### config.mk
export PLATFORM = sky130hd
export DESIGN_NAME = sram_arbiter
export DESIGN_NICKNAME = d
export VERILOG_FILES = /design/src/rtl/sram_arb_pkg.sv /design/src/rtl/sram_arb_pick.sv /design/src/rtl/sram_arbiter.sv
export SDC_FILE = /design/constraint.sdc
export NUM_CORES = 1
export LEC_CHECK = 0
export CELL_PAD_IN_SITES_DETAIL_PLACEMENT = 1
export CELL_PAD_IN_SITES_GLOBAL_PLACEMENT = 2
export CORE_AREA = 8 8 118 120
export DETAILED_ROUTE_END_ITERATION = 10
export DIE_AREA = 0 0 126 128
export PLACE_DENSITY = 0.74
export SLEW_MARGIN = 10
export SYNTH_ARGS = -nofsm -noshare
export SYNTH_HDL_FRONTEND = slang
export SYNTH_SLANG_ARGS = --single-unit
### constraint.sdc
create_clock -name i_clk -period 1.2 [get_ports i_clk]
set_input_delay 0.18 -clock i_clk [delete_from_list [all_inputs] [get_ports i_clk]]
set_output_delay 0.18 -clock i_clk [all_outputs]
set_load 0.02 [all_outputs]
### src/rtl/sram_arb_pkg.sv
// Shared state encoding, port ids and default widths for the two-port SRAM arbiter.
package sram_arb_pkg;

    typedef enum logic {
        S_IDLE = 1'b0,
        S_BUSY = 1'b1
    } state_t;

    localparam logic PORT0 = 1'b0;
    localparam logic PORT1 = 1'b1;

    localparam int ADDR_W_DEF = 18;
    localparam int DATA_W_DEF = 16;

endpackage

### src/rtl/sram_arb_pick.sv
// Two-way request picker: round-robin on last grant, or strict port-0 priority
// when SRAM_ARB_PRIO0_EN is defined.
module sram_arb_pick
    import sram_arb_pkg::*;
(
    input  logic [1:0] i_req,
    input  logic       i_last,
    output logic [1:0] o_gnt,
    output logic       o_winner
);

    logic w_winner;

`ifdef SRAM_ARB_PRIO0_EN
    logic w_unused_last;
    assign w_unused_last = i_last;
    assign w_winner      = i_req[0] ? PORT0 : PORT1;
`else
    always_comb begin
        case (i_req)
            2'b01:   w_winner = PORT0;
            2'b10:   w_winner = PORT1;
            2'b11:   w_winner = ~i_last;
            default: w_winner = PORT0;
        endcase
    end
`endif

    assign o_winner = w_winner;
    assign o_gnt    = {(|i_req) & (w_winner == PORT1), (|i_req) & (w_winner == PORT0)};

endmodule

### src/rtl/sram_arbiter.sv
// Shares one single-access SRAM controller between two requesters and routes read data
// back to the owning port. Define SRAM_ARB_PRIO0_EN for strict port-0 priority.
// state  | meaning
// S_IDLE | nothing in flight
// S_BUSY | one access in flight, waiting for controller ready
module sram_arbiter
    import sram_arb_pkg::*;
#(
    parameter int ADDR_W = ADDR_W_DEF,
    parameter int DATA_W = DATA_W_DEF
)(
    input  logic              i_clk,
    input  logic              i_reset,
    input  logic              i_p0_req,
    input  logic              i_p0_rw,
    input  logic [ADDR_W-1:0] i_p0_addr,
    input  logic [DATA_W-1:0] i_p0_wdata,
    input  logic              i_p1_req,
    input  logic              i_p1_rw,
    input  logic [ADDR_W-1:0] i_p1_addr,
    input  logic [DATA_W-1:0] i_p1_wdata,
    output logic              o_p0_ack,
    output logic              o_p1_ack,
    output logic              o_p0_rvalid,
    output logic              o_p1_rvalid,
    output logic [DATA_W-1:0] o_rdata,
    output logic              o_sram_mem,
    output logic              o_sram_rw,
    output logic [ADDR_W-1:0] o_sram_addr,
    output logic [DATA_W-1:0] o_sram_wdata,
    input  logic              i_sram_ready,
    input  logic [DATA_W-1:0] i_sram_rdata
);

    state_t            r_state;
    logic              r_owner;
    logic              r_op_rd;
    logic              r_last;
    logic              r_p0_rvalid;
    logic              r_p1_rvalid;
    logic [DATA_W-1:0] r_rdata;

    logic [1:0] w_req;
    logic [1:0] w_gnt;
    logic       w_winner;
    logic       w_complete;
    logic       w_issue;
    logic       w_sel1;

    assign w_req = {i_p1_req, i_p0_req};

    sram_arb_pick u_pick (
        .i_req    (w_req),
        .i_last   (r_last),
        .o_gnt    (w_gnt),
        .o_winner (w_winner)
    );

    assign w_complete = (r_state == S_BUSY) && i_sram_ready;
    assign w_issue    = i_sram_ready && (|w_req) && ((r_state == S_IDLE) || w_complete);

    // Port 0 fields sit on the bus whenever nothing is issued, keeping it quiet.
    assign w_sel1       = w_issue && (w_winner == PORT1);
    assign o_sram_mem   = w_issue;
    assign o_sram_rw    = w_sel1 ? i_p1_rw    : i_p0_rw;
    assign o_sram_addr  = w_sel1 ? i_p1_addr  : i_p0_addr;
    assign o_sram_wdata = w_sel1 ? i_p1_wdata : i_p0_wdata;

    assign o_p0_ack    = w_issue && w_gnt[0];
    assign o_p1_ack    = w_issue && w_gnt[1];
    assign o_p0_rvalid = r_p0_rvalid;
    assign o_p1_rvalid = r_p1_rvalid;
    assign o_rdata     = r_rdata;

    always_ff @(posedge i_clk) begin
        if (!i_reset) begin
            r_state     <= S_IDLE;
            r_owner     <= PORT0;
            r_op_rd     <= 1'b0;
            r_last      <= PORT1;
            r_p0_rvalid <= 1'b0;
            r_p1_rvalid <= 1'b0;
            r_rdata     <= '0;
        end else begin
            r_p0_rvalid <= 1'b0;
            r_p1_rvalid <= 1'b0;
            if (w_complete) begin
                r_state <= S_IDLE;
                if (r_op_rd) begin
                    r_rdata     <= i_sram_rdata;
                    r_p0_rvalid <= (r_owner == PORT0);
                    r_p1_rvalid <= (r_owner == PORT1);
                end
            end
            // A new issue in the completion cycle overrides the return to idle.
            if (w_issue) begin
                r_state <= S_BUSY;
                r_owner <= w_winner;
                r_op_rd <= o_sram_rw;
                r_last  <= w_winner;
            end
        end
    end

endmodule

# After elaboration in Yosys (flattened, before gate mapping)
# Index checks and enable logic that the tools add are counted.
# totals
ff_bits	22
in_bits	91
output_inout_bits	56
wordCells	32
# classes
eq_ne	2
mux	6
bitwise	6
n_reduce_logical	11
# ops
cell	n
$mux W18	1
$mux W16	1
$logic_and A1 B1 Y1	6
$eq A2 B2 Y1 const B	2
$not A1 Y1	4
$mux W1	3
$reduce_and A3 Y1	1
$and A1 B1 Y1	2
$pmux W1 S2	1
$reduce_and A2 Y1	1
$reduce_bool A2 Y1	1
$reduce_or A2 Y1	1
$logic_or A1 B1 Y1	1

# Depth between registers and ports, before layout
# logic_depth
depth_word	5
mapped_depth	5
ltp_nobuf	4

# Modules after synthesis
# Synthesis repeated with hierarchy kept, for this count alone.
# hier_totals
cells_unflattened	137
area_unflattened_um2	1397.6
# modules_own_cells
module	instances	cells_per_inst	area_per_inst_um2	seq_area_each_um2
sram_arbiter	1	133	1371.3	440.4
sram_arb_pick	1	4	26.3	0.0

# Worst setup path after synthesis
# No wires, ideal clock.
# synth_path
kind	register to output
startpoint	register r_last
endpoint	output o_sram_rw
arrival_ns	1.071
t_required_ns	1.020
path_slack_ns	-0.051
stages_incl_launch_ff	6
path_buffers	2
path_cell_list	dfxtp_1 nand2_1 nand3_2 buf_6 buf_6 mux2_4
# synth_via
elab_chain_len	4
# synth_rtl
item	line	source
start: declaration	sram_arbiter.sv:38	logic r_last;
start signal: assignment	sram_arbiter.sv:100	r_last <= w_winner;
$not A1 Y1	sram_arb_pick.sv:23	2'b11: w_winner = ~i_last;
$pmux W1 S2	sram_arb_pick.sv:20	case (i_req)
$logic_and A1 B1 Y1	sram_arbiter.sv:63	assign w_sel1 = w_issue && (w_winner == PORT1);
$mux W1	sram_arbiter.sv:65	assign o_sram_rw = w_sel1 ? i_p1_rw : i_p0_rw;
end: declaration	sram_arbiter.sv:28	output logic o_sram_rw,
# No other way between the ends.

# Final worst setup path
# layout_path
startpoint	register r_last
endpoint	output o_sram_addr[4]
# layout_via
elab_chain_len	4
# layout_rtl
item	line	source
$not A1 Y1	sram_arb_pick.sv:23	
$pmux W1 S2	sram_arb_pick.sv:20	
$logic_and A1 B1 Y1	sram_arbiter.sv:63	
$mux W18	sram_arbiter.sv:66	assign o_sram_addr = w_sel1 ? i_p1_addr : i_p0_addr;
end: declaration	sram_arbiter.sv:29	output logic [ADDR_W-1:0] o_sram_addr,
# No other way between the ends.

==> summary.md <==
| Metric | Value |
|---|---|
| Status | `finished with violations` |
| Failing checks | `negative setup slack` |
| Root Driver | `clkbuf_16` |
| Yosys top cell area share | `0.342` |
| Ant. Diodes | `0` |
| DRT iter0 DRCs | `38` |
| Internal | `1.99 mW` |
| Core area | `12200 µm²` |
| Width of the die | `126 µm` |
| Worst Path Required | `1020 ps` |
| Worst-skew pair later-pin latency | `260 ps` |
| FP Rows | `41` |
| DRT Wirelength | `6490 µm` |
| Vias in the first global route | `1884` |
| CTS max path bufs | `2` |
| Main synth FF type | `dfxtp_1` |
| Final Max Slew Viols | `0` |
| Slew HR | `0.840` |
| Pre-Repair DR Iteration Count | `4` |
| Grt met1 use | `0.0785` |
| Slack of the critical path | `-470 ps` |
| Hold endpoint | `o_p0_rvalid` |
| Seq pwr share | `0.287` |
| R2r worst-path depth | `4` |
| Largest net degree at the start of global routing | `19` |
| Via density | `3.65` |
| Worst-Margin Slew | `237 ps` |
| Die Area | `16100 µm²` |
| Drc violations | `0` |
| Tcrit/Tclk final | `1.39` |
| GR Util met3 | `0.0458` |
| Synth top area cells | `dfxtp_1 34%, mux2_2 25%, a21boi_0 10%` |
| Wire per inst | `14.7 µm` |
| Filler Cell Count | `1413` |
| Critical Path AT | `1490 ps` |
| Min-delay src | `r_owner` |
| CTS tree | `built` |
| Ys async rst share | `0` |
| Reg2reg setup slack | `190 ps` |
| Leakage | `1.42 nW` |
| Clock Power Share | `0.360` |
| Worst min-delay path class | `flop to flop` |
| Port bufs | `146` |
| Syn Nets | `228` |
| Seq cells post-synth | `22` |
| Switching Fraction | `0.243` |
| Crit path time final | `1670 ps` |
| Total clock sinks | `22` |
| CTS H-tree depth | `1` |
| Post-Synthesis Cell Area | `1290 µm²` |
| RSZ-0062 raised after global routing | `true` |
| Library cells used by synthesis | `21` |
| Worst Skew | `9.36 ps` |
| Synth Area per Inst | `9.40 µm²` |
| Most Crowded Layer GR | `met2` |
| Hold_ws | `442 ps` |
| Chip height | `128 µm` |
| Met2 Track Usage GR | `0.132` |
| Final setup vio count | `37` |
| Final GP Congestion | `0.654` |
| Commonest non-fill, non-tap cell in the layout | `clkdlybuf4s50_1` |
| Most frequent cells in the layout | `87 x clkdlybuf4s50_1, 35 x nand2_1, 26 x buf_6` |
| Clock buffer count from CTS | `3` |
| Reg-to-reg endpoint | `o_rdata[11]` |
| Remaining global-route overflow | `0` |
| Pwr dens | `827 nW/µm²` |
| Hold-fix buffers, CTS | `0` |
| Routed vias | `1617` |
| CP Capture Type | `primary output` |
| Post-route ant nets | `0` |
| Max FO, Critical Path | `10` |
| Seq/Total Area, Yosys | `0.342` |
| Hold path depth | `1` |
| Initial antenna violation count | `0` |
| HPWL after detailed placement | `5490 µm` |
| Layout area overhead | `148%` |
| Maximum VDD drop | `0.000401 V` |
| Synth Instances | `137` |
| Io pins | `147` |
| Switching pwr | `639 µW` |
| Clock transition at the registers of the reported paths | `70 ps` |
| Top cell type by total area after synthesis | `dfxtp_1` |
| Total Routing Usage GR | `0.0775` |
| Layout cells sized above 1 | `0.324` |
| Endpoints failing hold | `0` |
| EDFF count, synth | `0` |
| Startpoint types | `flop` |
| Yosys warnings | `0` |
| CP Class | `flop to primary output` |
| R2r startpoint | `r_op_rd` |
| Initial Util | `0.105` |
| FMAX | `599 MHz` |
| Nets | `385` |
| Maximum Capacitance Violations | `0` |
| First-pass GRT wire length | `10000 µm` |
| Final core utilization | `0.261` |
| Combinational Power Share | `0.353` |
[cells by family (layout without fill, tap and decap cells)]
| family | count (synthesis) | after routing | share of synthesized area |
|---|---|---|---|
| flip-flops | 22 | 22 | 0.342 |
| multiplexers | 35 | 35 | 0.324 |
| AO/OA/AOI/OAI | 23 | 23 | 0.128 |
| AND/OR/NAND/NOR | 45 | 45 | 0.151 |
| buffers and inverters | 12 | 168 | 0.0554 |
[registers in the layout, summed over array words and instances (netlist names)]
signal and count:
r_owner 1, o_rdata 16, r_state 1, o_p1_rvalid 1, r_last 1, r_op_rd 1, o_p0_rvalid 1
[routing by layer]
| metal | share of wire | up-vias |
|---|---|---|
| met2 | 0.45 | 112 |
| met4 | 0.010 | 0 |
| met5 | 0 | - |
| li1 | - | 781 |
| met1 | 0.38 | 719 |
| met3 | 0.16 | 5 |
[power groups by stage]
stage / clock network (mW) / registers (mW) / logic [mW]
global placement: 0 / 0.773 / 0.895
finish: 0.947 / 0.756 / 0.931
CTS: 0.992 / 0.756 / 0.894
floorplan: 0 / 0.779 / 0.324
detailed placement: 0 / 0.773 / 0.900
global route: 1.02 / 0.758 / 0.993
[worst max-delay path, stage by stage (launching register included)]
cell and delay [ps]:
dfxtp_2 340, nand2_2 70, nand3_4 150, buf_8 170, mux2_2 340, buf_2 160
[cell usage after synthesis (2+ instances only)]
master	count
a21boi_0	18
nand2_1	36
buf_6	2
o21ai_0	2
clkbuf_1	2
mux2_4	6
inv_1	3
nor2_1	2
mux2_2	29
buf_2	3
buf_4	2
and3_1	2
dfxtp_1	22
[layout make-up]
| type | instances | area, µm² | area share |
|---|---|---|---|
| Tap cell | 150 | 188 | 0.0589 |
| Inverter | 3 | 11.3 | 0.00353 |
| Clock inverter | 1 | 30.0 | 0.00942 |
| Clock buffer | 3 | 75.1 | 0.0236 |
| Timing Repair Buffer | 161 | 1580 | 0.497 |
| Sequential cell | 22 | 442 | 0.139 |
| Multi-Input combinational cell | 103 | 857 | 0.269 |
[how the worst max path moves through the flow]
| stage | start | endpoint | slack (ps) | depth (start not counted) |
|---|---|---|---|---|
| finish | r_last | o_sram_addr[4] | -470 | 5 |
| global route | r_last | o_sram_addr[10] | -540 | 5 |
| detailed placement | i_p0_req | o_sram_addr[6] | -990 | 6 |
| CTS | r_last | o_sram_addr[11] | -550 | 6 |
| global placement | i_p0_req | o_sram_addr[6] | -950 | 6 |
| floorplan | r_last | o_sram_rw | -20 | 5 |
[through the flow]
step	cell area [µm²]	cells	TNS, ps	power [mW]	setup slack, ps
after global placement	3020	438	-40160	1.67	-953
after floorplan	1290	137	-593	1.10	-23.8
final	3190	443	-15450	2.63	-470
after CTS	3100	445	-17330	2.64	-548
after detailed placement	3020	438	-42400	1.67	-989
after global routing	3190	443	-18000	2.77	-541
[what timing repair did]
| item | 4_1_cts | 5_1_grt |
|---|---|---|
| endpoints found under the hold margin | 0 | 0 |
| pin swaps | 1 | 0 |
| setup endpoints to repair | 74 | 39 |
| cloned | 1 | 0 |
| setup buffers | 2 | 0 |
| gates resized for setup | 210 | 38 |
Power figures use the tool's default switching activity.
